**config.mk**
```make
export PLATFORM = sky130hd
export DESIGN_NAME = sp_ram_bist_initiator
export DESIGN_NICKNAME = d
export VERILOG_FILES = /design/src/rtl/sp_ram_bist_initiator.sv
export SDC_FILE = /design/constraint.sdc
export NUM_CORES = 1
export LEC_CHECK = 0
export CAP_MARGIN = 20
export CELL_PAD_IN_SITES_DETAIL_PLACEMENT = 1
export CELL_PAD_IN_SITES_GLOBAL_PLACEMENT = 1
export CORE_UTILIZATION = 45
export CTS_CLUSTER_DIAMETER = 30
export DETAILED_ROUTE_END_ITERATION = 6
export DONT_BUFFER_PORTS = 1
export PLACE_DENSITY_LB_ADDON = 0.1
export SLEW_MARGIN = 20
export SYNTH_ARGS = -nofsm -noshare
export SYNTH_HDL_FRONTEND = slang
export SYNTH_SLANG_ARGS = --single-unit
```
**constraint.sdc**
```tcl
create_clock -name clk_i -period 5.2 [get_ports clk_i]
set_input_delay 0.52 -clock clk_i [delete_from_list [all_inputs] [get_ports clk_i]]
set_output_delay 0.52 -clock clk_i [all_outputs]
set_load 0.05 [all_outputs]
```
**src/rtl/sp_ram_bist_initiator.sv**
```systemverilog
// Self-contained BIST engine for a single-port byte-enabled RAM: full-word write,
// single-lane overwrite per word, then pipelined read-back against the expected image.
module sp_ram_bist_initiator #(
  parameter int ADDR_WIDTH    = 8,
  parameter int ERR_CNT_WIDTH = 16
) (
  input  logic                     clk_i,
  input  logic                     rst_i,
  input  logic                     start_i,
  input  logic [31:0]              seed_i,
  output logic                     busy_o,
  output logic                     done_o,
  output logic                     pass_o,
  output logic [ERR_CNT_WIDTH-1:0] err_cnt_o,
  output logic [ADDR_WIDTH-1:0]    first_err_addr_o,
  output logic                     en_o,
  output logic [ADDR_WIDTH-1:0]    addr_o,
  output logic [31:0]              wdata_o,
  output logic                     we_o,
  output logic [3:0]               be_o,
  input  logic [31:0]              rdata_i
);

  localparam int WW = ADDR_WIDTH - 2;
  localparam logic [WW-1:0] LAST_W = '1;

  typedef enum logic [2:0] {IDLE, WRITE, BYTE, READ, DRAIN, DONE} state_t;

  state_t                   state;
  logic [WW-1:0]            w;
  logic [31:0]              seed;
  logic [WW-1:0]            cmp_w;
  logic [31:0]              p_cur;
  logic [31:0]              exp_cmp;
  logic                     cmp_en;
  logic                     mismatch;
  logic [ERR_CNT_WIDTH-1:0] err_next;
  logic [ADDR_WIDTH-1:0]    first_next;

  function automatic logic [31:0] pattern_word(input logic [31:0] s, input logic [WW-1:0] idx);
    return s + 32'(idx);
  endfunction

  function automatic logic [31:0] lane_flip(input logic [31:0] p, input logic [1:0] lane);
    return p ^ (32'h0000_00FF << {lane, 3'b000});
  endfunction

  function automatic logic [ERR_CNT_WIDTH-1:0] sat_inc(input logic [ERR_CNT_WIDTH-1:0] v);
    return (v == '1) ? v : v + 1'b1;
  endfunction

  // Read data always belongs to the previous word; entering DRAIN wraps w to 0,
  // so w-1 names word N-1 there as well.
  assign cmp_w   = w - 1'b1;
  assign p_cur   = pattern_word(seed, w);
  assign exp_cmp = lane_flip(pattern_word(seed, cmp_w), cmp_w[1:0]);
  assign busy_o  = (state == WRITE) || (state == BYTE) || (state == READ) || (state == DRAIN);

  always_comb begin
    cmp_en     = ((state == READ) && (w != '0)) || (state == DRAIN);
    mismatch   = cmp_en && (rdata_i != exp_cmp);
    err_next   = err_cnt_o;
    first_next = first_err_addr_o;
    if (mismatch) begin
      err_next = sat_inc(err_cnt_o);
      if (err_cnt_o == '0) first_next = {cmp_w, 2'b00};
    end
  end

  // RAM request decode from the registered state; idle cycles drive all zeros
  always_comb begin
    en_o    = 1'b0;
    we_o    = 1'b0;
    be_o    = 4'h0;
    addr_o  = '0;
    wdata_o = 32'h0;
    case (state)
      WRITE: begin
        en_o    = 1'b1;
        we_o    = 1'b1;
        be_o    = 4'hF;
        addr_o  = {w, 2'b00};
        wdata_o = p_cur;
      end
      BYTE: begin
        en_o    = 1'b1;
        we_o    = 1'b1;
        be_o    = 4'b0001 << w[1:0];
        addr_o  = {w, 2'b00};
        wdata_o = ~p_cur;
      end
      READ: begin
        en_o   = 1'b1;
        addr_o = {w, 2'b00};
      end
      default: ;
    endcase
  end

  always_ff @(posedge clk_i or posedge rst_i) begin
    if (rst_i) begin
      state            <= IDLE;
      w                <= '0;
      seed             <= 32'h0;
      done_o           <= 1'b0;
      pass_o           <= 1'b0;
      err_cnt_o        <= '0;
      first_err_addr_o <= '0;
    end else begin
      case (state)
        IDLE, DONE: begin
          if (start_i) begin
            seed             <= seed_i;
            w                <= '0;
            done_o           <= 1'b0;
            pass_o           <= 1'b0;
            err_cnt_o        <= '0;
            first_err_addr_o <= '0;
            state            <= WRITE;
          end
        end
        WRITE: begin
          w <= w + 1'b1;
          if (w == LAST_W) state <= BYTE;
        end
        BYTE: begin
          w <= w + 1'b1;
          if (w == LAST_W) state <= READ;
        end
        READ: begin
          err_cnt_o        <= err_next;
          first_err_addr_o <= first_next;
          w                <= w + 1'b1;
          if (w == LAST_W) state <= DRAIN;
        end
        DRAIN: begin
          err_cnt_o        <= err_next;
          first_err_addr_o <= first_next;
          done_o           <= 1'b1;
          pass_o           <= (err_next == '0);
          state            <= DONE;
        end
        default: state <= IDLE;
      endcase
    end
  end

endmodule

```
# Word-level counts from Yosys, hierarchy flattened
# Index checks and enable logic that the tools add are counted.
# W data, S select, Z words.
# word_totals
ff_bits	67
latch_bits	0
ram_bits	0
rom_bits	0
in_bits	67
out_inout_bits	73
wordCells	76
n_memories	0
# classes
n_addsub	5
multipliers	0
div	0
order_cmp	0
n_eq_ne	14
shifts	2
mux	23
bitwise_logic	2
n_reduce_logical	23
# op_table
cell	n
$add A32 B6 Y32	2
$pmux W32 S2	1
$mux W16	3
$logic_not A16 Y1	2
$mux W8	4
$ne A32 B32 Y1	1
$not A32 Y32	1
$pmux W16 S2	1
$shl A8 B5 Y32 const A	1
$xor A32 B32 Y32	1
$add A16 B1 Y16 const B	1
$eq A16 B16 Y1 const B	1
$pmux W8 S2	1
$pmux W3 S5	1
$mux W3	4
$pmux W6 S2	1
$ne A2 B1 Y1 const B	5
$pmux W4 S2	1
$reduce_and A2 Y1	4
$reduce_and A4 Y1	2
$add A6 B1 Y6 const B	1
$eq A3 B2 Y1 const B	2
$eq A3 B3 Y1 const B	2
$eq A6 B6 Y1 const B	1
14 further kinds	25

# Logic depth before layout (Yosys ltp)
# depth
word_depth	8
ltp_mapped	21
ltp_nobuf	16

# Worst setup path after synthesis
# Ideal clock, no wire load.
# synth_timing
kind	reg-to-reg
from	register w[0]
to	register pass_o
setup_time_ns	0.076
arrival_ns	4.028
required_ns	5.124
path_slack_ns	1.096
path_stages_with_launch	21
n_path_buf	4
period_less_slack_ns	4.104
cell_sequence	dfrtp_1 inv_1 ha_1 buf_2 buf_2 nand2_1 xnor2_1 ha_1 buf_2 nand3_1 a21oi_1 o31ai_2 or4_1 a22oi_1 and4_1 a31oi_2 buf_6 a211oi_2 a31oi_1 a2111o_1 o21ai_1
# synth_between
elab_chain_len	8
elab_cells_between_ends	12
cone_classes	add/sub: 2; eq/ne: 1; shift: 1; mux: 2; bitwise: 1; reduce/logical: 5
# synth_rtl
item	line	source
start: declaration	30	logic [WW-1:0] w;
start signal: assignment	123	w <= w + 1'b1;
start signal: assignment	127	w <= w + 1'b1;
start signal: assignment	133	w <= w + 1'b1;
$sub A6 B1 Y6	54	assign cmp_w = w - 1'b1;
$add A32 B6 Y32 / $shl A8 B5 Y32 (equally long branches)	41, 45	
$xor A32 B32 Y32	45	return p ^ (32'h0000_00FF << {lane, 3'b000});
$ne A32 B32 Y1	61	mismatch = cmp_en && (rdata_i != exp_cmp);
$logic_and A1 B1 Y1 (*)	61	
$mux W16 (*)	64	if (mismatch) begin
$logic_not A16 Y1 (*)	140	pass_o <= (err_next == '0);
$pmux W1 S2 (*)	110	case (state)
end signal: assignment	140	
end: declaration	13	output logic pass_o,
# Mark *: on every way between the ends. The rest lies on a longest branch, timed or not.
# A chain may end at the register's enable or synchronous reset.

# Worst setup path after layout
# Ends and elaborated chain as after synthesis.

==> results by group <==
Run status
  – Outcome: completed

Final layout
  – Share of layout cells above drive strength 1: 6.12%
  – Layout Nets: 852
  – Area occupied by multi-input gates: 4170 um2
  – # fillers: 1641
  – P&R area growth vs syn: 5.92%
  – FF/Latch Area: 1630 um2
  – Most frequent cells in the layout: 180 x nand2_1, 67 x xnor2_1, 65 x dfrtp_1, 45 x nor2_1, 42 x xor2_1
  – Leading cell type in the layout, fill and taps excluded: nand2_1

Setup path
  – Worst Path Required: 5480 ps
  – Slowest-stage cell, CP: dfrtp_1
  – Family with the most delay on the worst path: compound AO/OA/AOI/OAI gates
  – Critical path peak fanout: 12
  – Crit. End Element: flop
  – CP dominant cell by count: ha_1
  – Crit path DAT: 4930 ps
  – Worst Setup Path Type: reg -> reg
  – Worst setup SP type: flop
  – Crit path largest cell delay: 490 ps
  – Cell Chain, Critical Path: inv_1, ha_1, nand2_1, xnor2_1, ha_1, o211ai_1, o21ai_2, o32a_1, o221ai_1, a2111oi_0, and4_1, a31oi_4, nand4_1, mux2_2, a2111o_1, o21ai_1
  – CP bufs+invs: 1

Clocking
  – Clock Latency Late Sink: 350 ps
  – Total CTS buffers: 9
  – Longest Clk Path Bufs: 2
  – Post-CTS Hold Fix Bufs: 0
  – CTS sink count: 65
  – CTS root buf: clkbuf_16
  – CTS tree: done
  – Clk slew on worst S/H paths: 60 ps
  – H-tree levels: 3

STA
  – Minimum clock period: 4640 ps
  – Final Max Slew Viols: 0
  – Worst Slack Setup Final: 557 ps
  – Final Skew: 8.88 ps
  – Maximum operating frequency: 215 MHz
  – Crit share post-route: 89.3%
  – Max_slew headroom: 26.3%
  – Final hold violation count: 0
  – Hold_ws: 275 ps
  – Final setup viols: 0
  – Unrepaired setup endpoints after global routing: false
  – Setup_tns: 0 ps
  – Slew @ Worst Pin: 1070 ps

Floorplan
  – Row cnt: 42
  – Initial Util: 46.1%
  – Ports: 140
  – Core box area: 13200 um2
  – Die footprint: 14000 um2
  – Overall die height: 119 um
  – Die span in x: 119 um

Yosys
  – Mapped cell area: 6110 um2
  – Post-synth ARST share: 100%
  – Post-synth top area share: 26.6%
  – Total number of yosys warnings: 0
  – Post-synth top flop: dfrtp_1
  – Yosys top cell by area: dfrtp_1
  – Seq/Total Area, Yosys: 26.6%
  – EDFF count, synth: 0
  – Post-synthesis cell type count: 69
  – Seq cells post-synth: 65
  – Syn Area/Cell: 7.69 um2
  – Post-Synthesis Cells: 795
  – Largest cells by area after synthesis: dfrtp_1 27%, nand2_1 11%, xnor2_1 9.6%

Placed design
  – Hpwl dp: 15100 um
  – Routability cong.: 0.930
  – Pre-CTS worst setup slack: 473 ps
  – I/O Buffers: 0

Power
  – Overall Power: 5310 uW
  – Maximum vdd drop: 402 uV
  – Leak Pwr: 0.00273 uW
  – Pwr dens: 821 nW/um2

Detailed routing
  – Vias/cell: 6.01
  – Remaining antenna violation count after routing: 0
  – # DRC: 0
  – DRT Pass-1 Iters: 4
  – WL/cell: 21.5 um
  – DRT iter0 DRCs: 296
  – Total number of vias: 5683
  – Drt total wl: 20300 um

Global route
  – Gr ovfl total: 0
  – Largest net degree at the start of global routing: 66
  – Gr usage total: 29.9%
  – Vias in the first global route: 5877
  – First-pass GRT wire length: 32700 um
  – Number of antenna violations at the first check in global routing: 0

Worst hold path
  – HP Class: in -> reg

Flow run
  – Max_cap viols: 0
[state kept, by name, indices dropped and copies added, names as in the netlist]
| signal | count |
|---|---|
| state | 3 |
| w | 6 |
| seed | 32 |
| err_cnt_o | 16 |
| done_o | 1 |
| first_err_addr_o | 6 |
| pass_o | 1 |
[path summary, 6_finish.rpt]
kind                           start        to  slack [ps]  depth (start not counted)
max                             w[0]    pass_o         560                         16
min                        seed_i[1]   seed[1]         270                          2
max reg2reg                     w[0]    pass_o         560                         16
min reg2reg                  seed[0]   seed[0]         560                          2
max in group asynchronous      rst_i  seed[14]        4280                          2
min in group asynchronous      rst_i  seed[25]         320                          2
[cells in the mapped netlist, drive strengths merged (7+ instances only)]
cell type,count
and2,13
nor2,45
nor3,19
nand3,28
a31oi,7
ha,20
inv,17
buf,28
o211ai,10
xnor2,67
clkbuf,31
nand4,31
dfrtp,65
o21ai,49
and3,16
mux2i,19
nand2,180
a21oi,20
xor2,43
[power by group]
| part | internal [uW] | switching [uW] |
|---|---|---|
| combinational | 1070 | 2470 |
| sequential | 678 | 483 |
| clock | 341 | 266 |
| total | 2090 | 3220 |
[cell families (layout without fill, tap and decap cells)]
| kind of cell | after synthesis | count (layout) | share of synthesized area, % |
|---|---|---|---|
| AO/OA/AOI/OAI | 128 | 128 | 13.7 |
| multiplexers | 20 | 20 | 3.30 |
| flip-flops | 65 | 65 | 26.6 |
| XOR/XNOR | 113 | 113 | 17.2 |
| AND/OR/NAND/NOR | 370 | 370 | 28.8 |
| buffers and inverters | 76 | 46 | 5.59 |
| other | 1 | 5 | 0.0614 |
| adder cells (fa/ha/maj) | 22 | 22 | 4.75 |
[area by class of cell]
cell class	count	area share, %
Antenna cell	1	0.0387
Sequential cell	65	25.1
Inverter	17	0.986
Timing Repair Buffer	13	1.51
Clock buffer	10	3.69
Multi-Input combinational cell	657	64.5
Clock inverter	6	0.773
Tap cell	176	3.40
[metrics by stage]
stage	cell area, um2	std cells	utilization [%]
after floorplan	6120	798	-
after global placement	6170	928	46.6
after detailed placement	6170	928	46.6
after CTS	6460	944	48.8
after global routing	6470	944	48.8
final	6470	945	48.9
[worst register-to-register path: cells and delay by family (launching register included)]
family | cells | cell delay (ps)
xor gates and xnor gates | 1 | 160
muxes | 1 | 360
adders and majority gates | 2 | 740
DFF | 1 | 490
buffers and inverters | 1 | 270
AOI/OAI and AO/OA | 8 | 1990
and+or+nand+nor | 3 | 590
[repair_timing]
action                     in CTS  in global routing
setup buffers                   0                  0
setup endpoints to repair       0                  1
resized for setup               0                  1
[metal layers]
layer	up-vias	track usage (%)	part of all wire, %
met5	-	0	0
met4	0	8.07	1.9
met2	163	48.4	47
met3	33	8.64	6.7
met1	2813	38.8	44
li1	2674	-	-
No activity file was read; power rests on OpenSTA's default activity.
